$ cat config.mk
export PLATFORM = sky130hd
export DESIGN_NAME = grf_wb_arbiter_flat
export DESIGN_NICKNAME = d
export VERILOG_FILES = /design/src/rtl/grf_wb_if.sv /design/src/rtl/grf_wb_arbiter.sv /design/src/flat_wrapper.sv
export SDC_FILE = /design/constraint.sdc
export NUM_CORES = 1
export LEC_CHECK = 0
export ABC_AREA = 1
export BUFFER_PORTS_ARGS = -buffer_cell sky130_fd_sc_hd__buf_2
export CAP_MARGIN = 30
export CORE_MARGIN = 3
export CORE_UTILIZATION = 35
export CTS_CLUSTER_DIAMETER = 40
export DETAILED_ROUTE_END_ITERATION = 10
export PLACE_DENSITY_LB_ADDON = 0.05
export SLEW_MARGIN = 10
export SYNTH_ARGS = -nofsm -noshare
export SYNTH_HDL_FRONTEND = slang
export SYNTH_SLANG_ARGS = --single-unit
$ cat constraint.sdc
create_clock -name Clk -period 1.3 [get_ports Clk]
set_clock_uncertainty 0.15 [all_clocks]
set_input_delay 0.26 -clock Clk [delete_from_list [all_inputs] [get_ports Clk]]
set_output_delay 0.26 -clock Clk [all_outputs]
set_load 0.01 [all_outputs]
$ cat src/rtl/grf_wb_if.sv
// grf_wb_if -- register-file writeback bus between two requesters and the
// GRF write-port arbiter.
//   Requester 0 (pipeline writeback) : Req0, Addr0, Data0, PC0 -> Gnt0
//   Requester 1 (mult/div result)    : Req1, Addr1, Data1, PC1 -> Gnt1
//   GRF write port (registered)      : WriteEn, WriteAddress, WriteData, PC, Busy
// Modports:
//   master : requester/consumer side (drives requests, sees grants and writes)
//   slave  : arbiter side
interface grf_wb_if;
  logic        Req0;
  logic [4:0]  Addr0;
  logic [31:0] Data0;
  logic [31:0] PC0;
  logic        Req1;
  logic [4:0]  Addr1;
  logic [31:0] Data1;
  logic [31:0] PC1;
  logic        Gnt0;
  logic        Gnt1;
  logic        WriteEn;
  logic [4:0]  WriteAddress;
  logic [31:0] WriteData;
  logic [31:0] PC;
  logic        Busy;

  modport master (
    output Req0, Addr0, Data0, PC0,
    output Req1, Addr1, Data1, PC1,
    input  Gnt0, Gnt1,
    input  WriteEn, WriteAddress, WriteData, PC, Busy
  );

  modport slave (
    input  Req0, Addr0, Data0, PC0,
    input  Req1, Addr1, Data1, PC1,
    output Gnt0, Gnt1,
    output WriteEn, WriteAddress, WriteData, PC, Busy
  );
endinterface

$ cat src/rtl/grf_wb_arbiter.sv
// grf_wb_arbiter -- two-requester round-robin arbiter feeding the GRF write
// port through one register stage.
//   Clk   : clock, all state on posedge
//   Reset : synchronous, active-high
//   bus   : grf_wb_if.slave
//     Req/Addr/Data/PC 0,1 in : held stable by each requester until granted
//     Gnt0/Gnt1 out (comb)    : payload accepted at the coming posedge
//     WriteEn/WriteAddress/WriteData/PC/Busy out (registered) : the granted
//       write, one cycle after its grant
// A grant goes straight to a lone requester; when both request, the one that
// was not granted most recently wins, so held requests strictly alternate.
module grf_wb_arbiter (
  input  logic     Clk,
  input  logic     Reset,
  grf_wb_if.slave  bus
);
  localparam int NUM_REQ = 2;

  // Requester views gathered into packed arrays so the payload mux is an index.
  logic [NUM_REQ-1:0]       req;
  logic [NUM_REQ-1:0][4:0]  addr;
  logic [NUM_REQ-1:0][31:0] data;
  logic [NUM_REQ-1:0][31:0] pc;

  assign req  = {bus.Req1,  bus.Req0};
  assign addr = {bus.Addr1, bus.Addr0};
  assign data = {bus.Data1, bus.Data0};
  assign pc   = {bus.PC1,   bus.PC0};

  // ---------------------------------------------------------------------------
  // Priority pointer: last_q holds the most recent grantee.
  // ---------------------------------------------------------------------------
  logic               last_q, last_d;
  logic [NUM_REQ-1:0] gnt;
  logic               sel;
  logic               any_gnt;

  always_ff @(posedge Clk) begin
    if (Reset) last_q <= 1'b1;  // requester 0 goes first after reset
    else       last_q <= last_d;
  end

  // Pointer moves only on a grant; idle cycles keep the current priority.
  always_comb begin
    last_d = last_q;
    if (gnt[0])      last_d = 1'b0;
    else if (gnt[1]) last_d = 1'b1;
  end

  // Requester 0 wins if alone or if requester 1 was served last.
  always_comb begin
    gnt = '0;
    if (!Reset) begin
      if (req[0] && (!req[1] || last_q)) gnt[0] = 1'b1;
      else if (req[1])                   gnt[1] = 1'b1;
    end
  end

  assign sel      = gnt[1];
  assign any_gnt  = |gnt;
  assign bus.Gnt0 = gnt[0];
  assign bus.Gnt1 = gnt[1];

  // ---------------------------------------------------------------------------
  // Write stage: registers the granted payload for one cycle.
  // ---------------------------------------------------------------------------
  logic        we_q,    we_d;
  logic        busy_q,  busy_d;
  logic [4:0]  waddr_q, waddr_d;
  logic [31:0] wdata_q, wdata_d;
  logic [31:0] pc_q,    pc_d;

  always_comb begin
    we_d    = 1'b0;
    busy_d  = 1'b0;
    waddr_d = waddr_q;
    wdata_d = wdata_q;
    pc_d    = pc_q;
    if (any_gnt) begin
      busy_d  = 1'b1;
      // $0 is hardwired: consume the write but keep the strobe low.
      we_d    = (addr[sel] != 5'd0);
      waddr_d = addr[sel];
      wdata_d = data[sel];
      pc_d    = pc[sel];
    end
  end

  always_ff @(posedge Clk) begin
    if (Reset) begin
      we_q    <= 1'b0;
      busy_q  <= 1'b0;
      waddr_q <= '0;
      wdata_q <= '0;
      pc_q    <= '0;
    end else begin
      we_q    <= we_d;
      busy_q  <= busy_d;
      waddr_q <= waddr_d;
      wdata_q <= wdata_d;
      pc_q    <= pc_d;
    end
  end

  assign bus.WriteEn      = we_q;
  assign bus.Busy         = busy_q;
  assign bus.WriteAddress = waddr_q;
  assign bus.WriteData    = wdata_q;
  assign bus.PC           = pc_q;

endmodule

$ cat src/flat_wrapper.sv
// flat-port wrapper written by rule: the top's interface ports become plain ports
module grf_wb_arbiter_flat 
  (Clk, Reset, bus_Req0, bus_Addr0, bus_Data0, bus_PC0, bus_Req1, bus_Addr1, bus_Data1, bus_PC1, bus_Gnt0, bus_Gnt1, bus_WriteEn, bus_WriteAddress, bus_WriteData, bus_PC, bus_Busy);
  grf_wb_if bus_i ();
  input  logic Clk;
  input  logic Reset;
  input wire logic [$bits(bus_i.Req0)-1:0] bus_Req0;
  input wire logic [$bits(bus_i.Addr0)-1:0] bus_Addr0;
  input wire logic [$bits(bus_i.Data0)-1:0] bus_Data0;
  input wire logic [$bits(bus_i.PC0)-1:0] bus_PC0;
  input wire logic [$bits(bus_i.Req1)-1:0] bus_Req1;
  input wire logic [$bits(bus_i.Addr1)-1:0] bus_Addr1;
  input wire logic [$bits(bus_i.Data1)-1:0] bus_Data1;
  input wire logic [$bits(bus_i.PC1)-1:0] bus_PC1;
  output wire logic [$bits(bus_i.Gnt0)-1:0] bus_Gnt0;
  output wire logic [$bits(bus_i.Gnt1)-1:0] bus_Gnt1;
  output wire logic [$bits(bus_i.WriteEn)-1:0] bus_WriteEn;
  output wire logic [$bits(bus_i.WriteAddress)-1:0] bus_WriteAddress;
  output wire logic [$bits(bus_i.WriteData)-1:0] bus_WriteData;
  output wire logic [$bits(bus_i.PC)-1:0] bus_PC;
  output wire logic [$bits(bus_i.Busy)-1:0] bus_Busy;
  assign bus_i.Req0 = bus_Req0;
  assign bus_i.Addr0 = bus_Addr0;
  assign bus_i.Data0 = bus_Data0;
  assign bus_i.PC0 = bus_PC0;
  assign bus_i.Req1 = bus_Req1;
  assign bus_i.Addr1 = bus_Addr1;
  assign bus_i.Data1 = bus_Data1;
  assign bus_i.PC1 = bus_PC1;
  assign bus_Gnt0 = bus_i.Gnt0;
  assign bus_Gnt1 = bus_i.Gnt1;
  assign bus_WriteEn = bus_i.WriteEn;
  assign bus_WriteAddress = bus_i.WriteAddress;
  assign bus_WriteData = bus_i.WriteData;
  assign bus_PC = bus_i.PC;
  assign bus_Busy = bus_i.Busy;
  grf_wb_arbiter u_core (.Clk(Clk), .Reset(Reset), .bus(bus_i));
endmodule
==> run metrics <==
die area=11000 um^2; Leakage=2.99 nW; number of global-route vias before repair=3997; antenna violations before repair=0; worst setup path endpoint=bus_Gnt0; Worst setup EP type=output port; Synth top cells by count=nand2_1, dfxtp_1, o21ai_1; final hold violation count=0; CTS sink cnt=72; IO buf count=214; status=complete, but fails checks; CP Cell Sequence=inv_2 > a21boi_2 > nand2_2 > buf_6 > inv_2 > buf_6; cell accounting for the most synthesized area=dfxtp_1; H-tree levels=3; final setup fails=73; Remaining Overflow, GRT=0; Synthesized Nets=686; post-detailed-route count of antenna-violating nets=0; power per cell area=1120 nW/um^2; failing checks=setup timing; stages on the worst setup path=6; Remaining DRCs=0; Logic pwr share=0.269; layout cells sized above 1=0.371; TritonCTS buffer count=9; sw frac=0.286; unrepaired setup endpoints after global routing=yes; CTS tree=built; Detailed Route Iter0 Violations=146; Nets=918; FF/Latch Area=1440 um^2; via count=4093; # rows=35; WHS=0.0636 ns; drt via density=4.50; EDFF count, synth=0; Main synth FF type=dfxtp_1; crit path buf inv count=4; Synth top area share=0.421; Async SR Flop Fraction=0; CTS Root Cell=clkbuf_8; max incr delay on CP=0.35 ns; net switching power=1.74 mW; CP delay by family, top=flip-flops; Internal=4.34 mW; synth top area cells=dfxtp_1, nand2_1, o21ai_1, nor2_1, o21ai_0; Reg2Reg Capture Point=u_core.bus.WriteData[9]; GP Congestion=0.794; Core Box Area=9370 um^2; Slew Viols, Final=0; setup TNS=-14.55 ns; final wirelength=11700 um; Final WS setup=-0.328 ns; Setup crit start kind=register; FILL cells=965; Tot GR Track Use=0.207; overall power=6.08 mW; wire length per cell=12.8 um; Peak Freq=614 MHz; Critical Path RT=0.89 ns; worst slack, placed=-0.200 ns; CP Max Fanout=2; area of the multi-input gates=1790 um^2; pin count of the biggest net entering global routing=46; max-cap violations=0; Post-Syn Instances=544; Cell variety after synth=20; crit path kind=register to output port; yosys warns=0; Critical-path top delay cell=dfxtp_2; die width=105 um; Syn Std Cell Area=3420 um^2; Die Y=105 um; top-count cell post-synth=nand2_1; Critical Path AT=1.22 ns; worst vdd ir=637 uV; placed wire-length estimate=7960 um; # diodes=0; sequential cell area fraction in the yosys report=0.421; Crit. Startpoint=u_core.last_q; r2r startpoint=u_core.last_q; clock power share=0.310; Period minus WS final=1.63 ns; Worst Tran Pin Value=0.261 ns; Initial Util=0.365; Final period util=1.25; Slew headroom=0.826; P&R area growth vs syn=58.2%; synthesized flop and latch total=72; flop2flop setup slack=-0.23 ns; R2R cell count=9; CTS Hold Buffers Added=0; clock slew at reported path FFs=0.08 ns; DRT Pass-1 Iters=4; Max clock buf depth=2; first-pass GRT wire length=18800 um; Hold Crit Class=input pin to register; clk_lat worst skew=0.33 ns; io pins=215; synthesized area per cell=6.30 um^2; Reg power frac=0.421
[routing by layer]
| metal | track usage | vias to the layer above | part of all wire |
|---|---|---|---|
| li1 | - | 2147 | - |
| met1 | 0.245 | 1787 | 0.42 |
| met2 | 0.363 | 151 | 0.50 |
| met3 | 0.0618 | 8 | 0.072 |
| met4 | 0.0562 | 0 | 0.0071 |
| met5 | 0 | - | 0 |
[cells by family after synthesis]
logic type / synth area share
and+or+nand+nor: 0.387
AOI/OAI and AO/OA: 0.113
DFF: 0.421
buffers and inverters: 0.0800
[worst min-delay path: stages]
cell and delay [ns]:
buf_2 0.07, nand2_1 0.04, nand2_1 0.05, nand2_1 0.04, o21ai_1 0.05
[sequential cells by signal (all words and copies together) (netlist names)]
register,flops
u_core.bus.WriteEn,1
u_core.bus.Busy,1
u_core.last_q,1
u_core.bus.PC,32
u_core.bus.WriteData,32
u_core.bus.WriteAddress,5
[through the flow]
stage / util / instance area (um^2) / std cells
2_1_floorplan: - / 3470 / 544
3_5_place_dp: 0.499 / 4670 / 870
3_3_place_gp: 0.499 / 4670 / 870
4_1_cts: 0.566 / 5300 / 904
6_report: 0.578 / 5420 / 910
5_1_grt: 0.578 / 5420 / 910
[power by group through the flow]
| stage | logic [mW] | clock network (mW) | registers (mW) |
|---|---|---|---|
| floorplan | 0.623 | 0 | 2.72 |
| global placement | 1.34 | 0 | 2.61 |
| detailed placement | 1.36 | 0 | 2.61 |
| CTS | 1.60 | 1.94 | 2.56 |
| global route | 1.82 | 2.04 | 2.59 |
| finish | 1.64 | 1.89 | 2.56 |
[area by class of cell]
class / instances / area share
sequential: 72 / 0.267
clock buffer: 10 / 0.0236
clock inverter: 6 / 0.0155
tap: 129 / 0.0298
multi-input combinational: 425 / 0.331
inverter: 13 / 0.0104
timing repair buffer: 255 / 0.324
[placed cells by master (no fill, tap or decap), types with 3 or more instances in the layout]
| cell | instances |
|---|---|
| nand2_1 | 307 |
| buf_2 | 212 |
| dfxtp_1 | 70 |
| o21ai_1 | 51 |
| nor2_1 | 28 |
| buf_4 | 20 |
| o21ai_0 | 18 |
| clkbuf_8 | 9 |
| buf_12 | 9 |
| inv_1 | 8 |
| bufbuf_16 | 6 |
| inv_2 | 3 |
| nand3_1 | 3 |
| clkinv_2 | 3 |
| buf_16 | 3 |
| buf_6 | 3 |
[worst min-delay path by stage]
| stage | startpoint | endpoint | slack [ns] | cells past startpoint |
|---|---|---|---|---|
| 2_1_floorplan | bus_PC1[26] | u_core.bus.PC[26] | 0.30 | 4 |
| 3_3_place_gp | u_core.bus.WriteData[11] | u_core.bus.WriteData[11] | 0.29 | 2 |
| 3_5_place_dp | u_core.bus.PC[3] | u_core.bus.PC[3] | 0.30 | 2 |
| 4_1_cts | bus_Data1[7] | u_core.bus.WriteData[7] | 0.05 | 5 |
| 5_1_grt | bus_Data1[25] | u_core.bus.WriteData[25] | 0.06 | 5 |
| 6_report | bus_Data1[25] | u_core.bus.WriteData[25] | 0.06 | 5 |
[repair_timing]
item                                    4_1_cts  5_1_grt
pin swaps                                     4        3
gates resized for setup                      25       11
endpoints found under the setup margin       72       75
cloned                                        9        2
buffers inserted                              9        5
(Power assumes the default switching activity.)
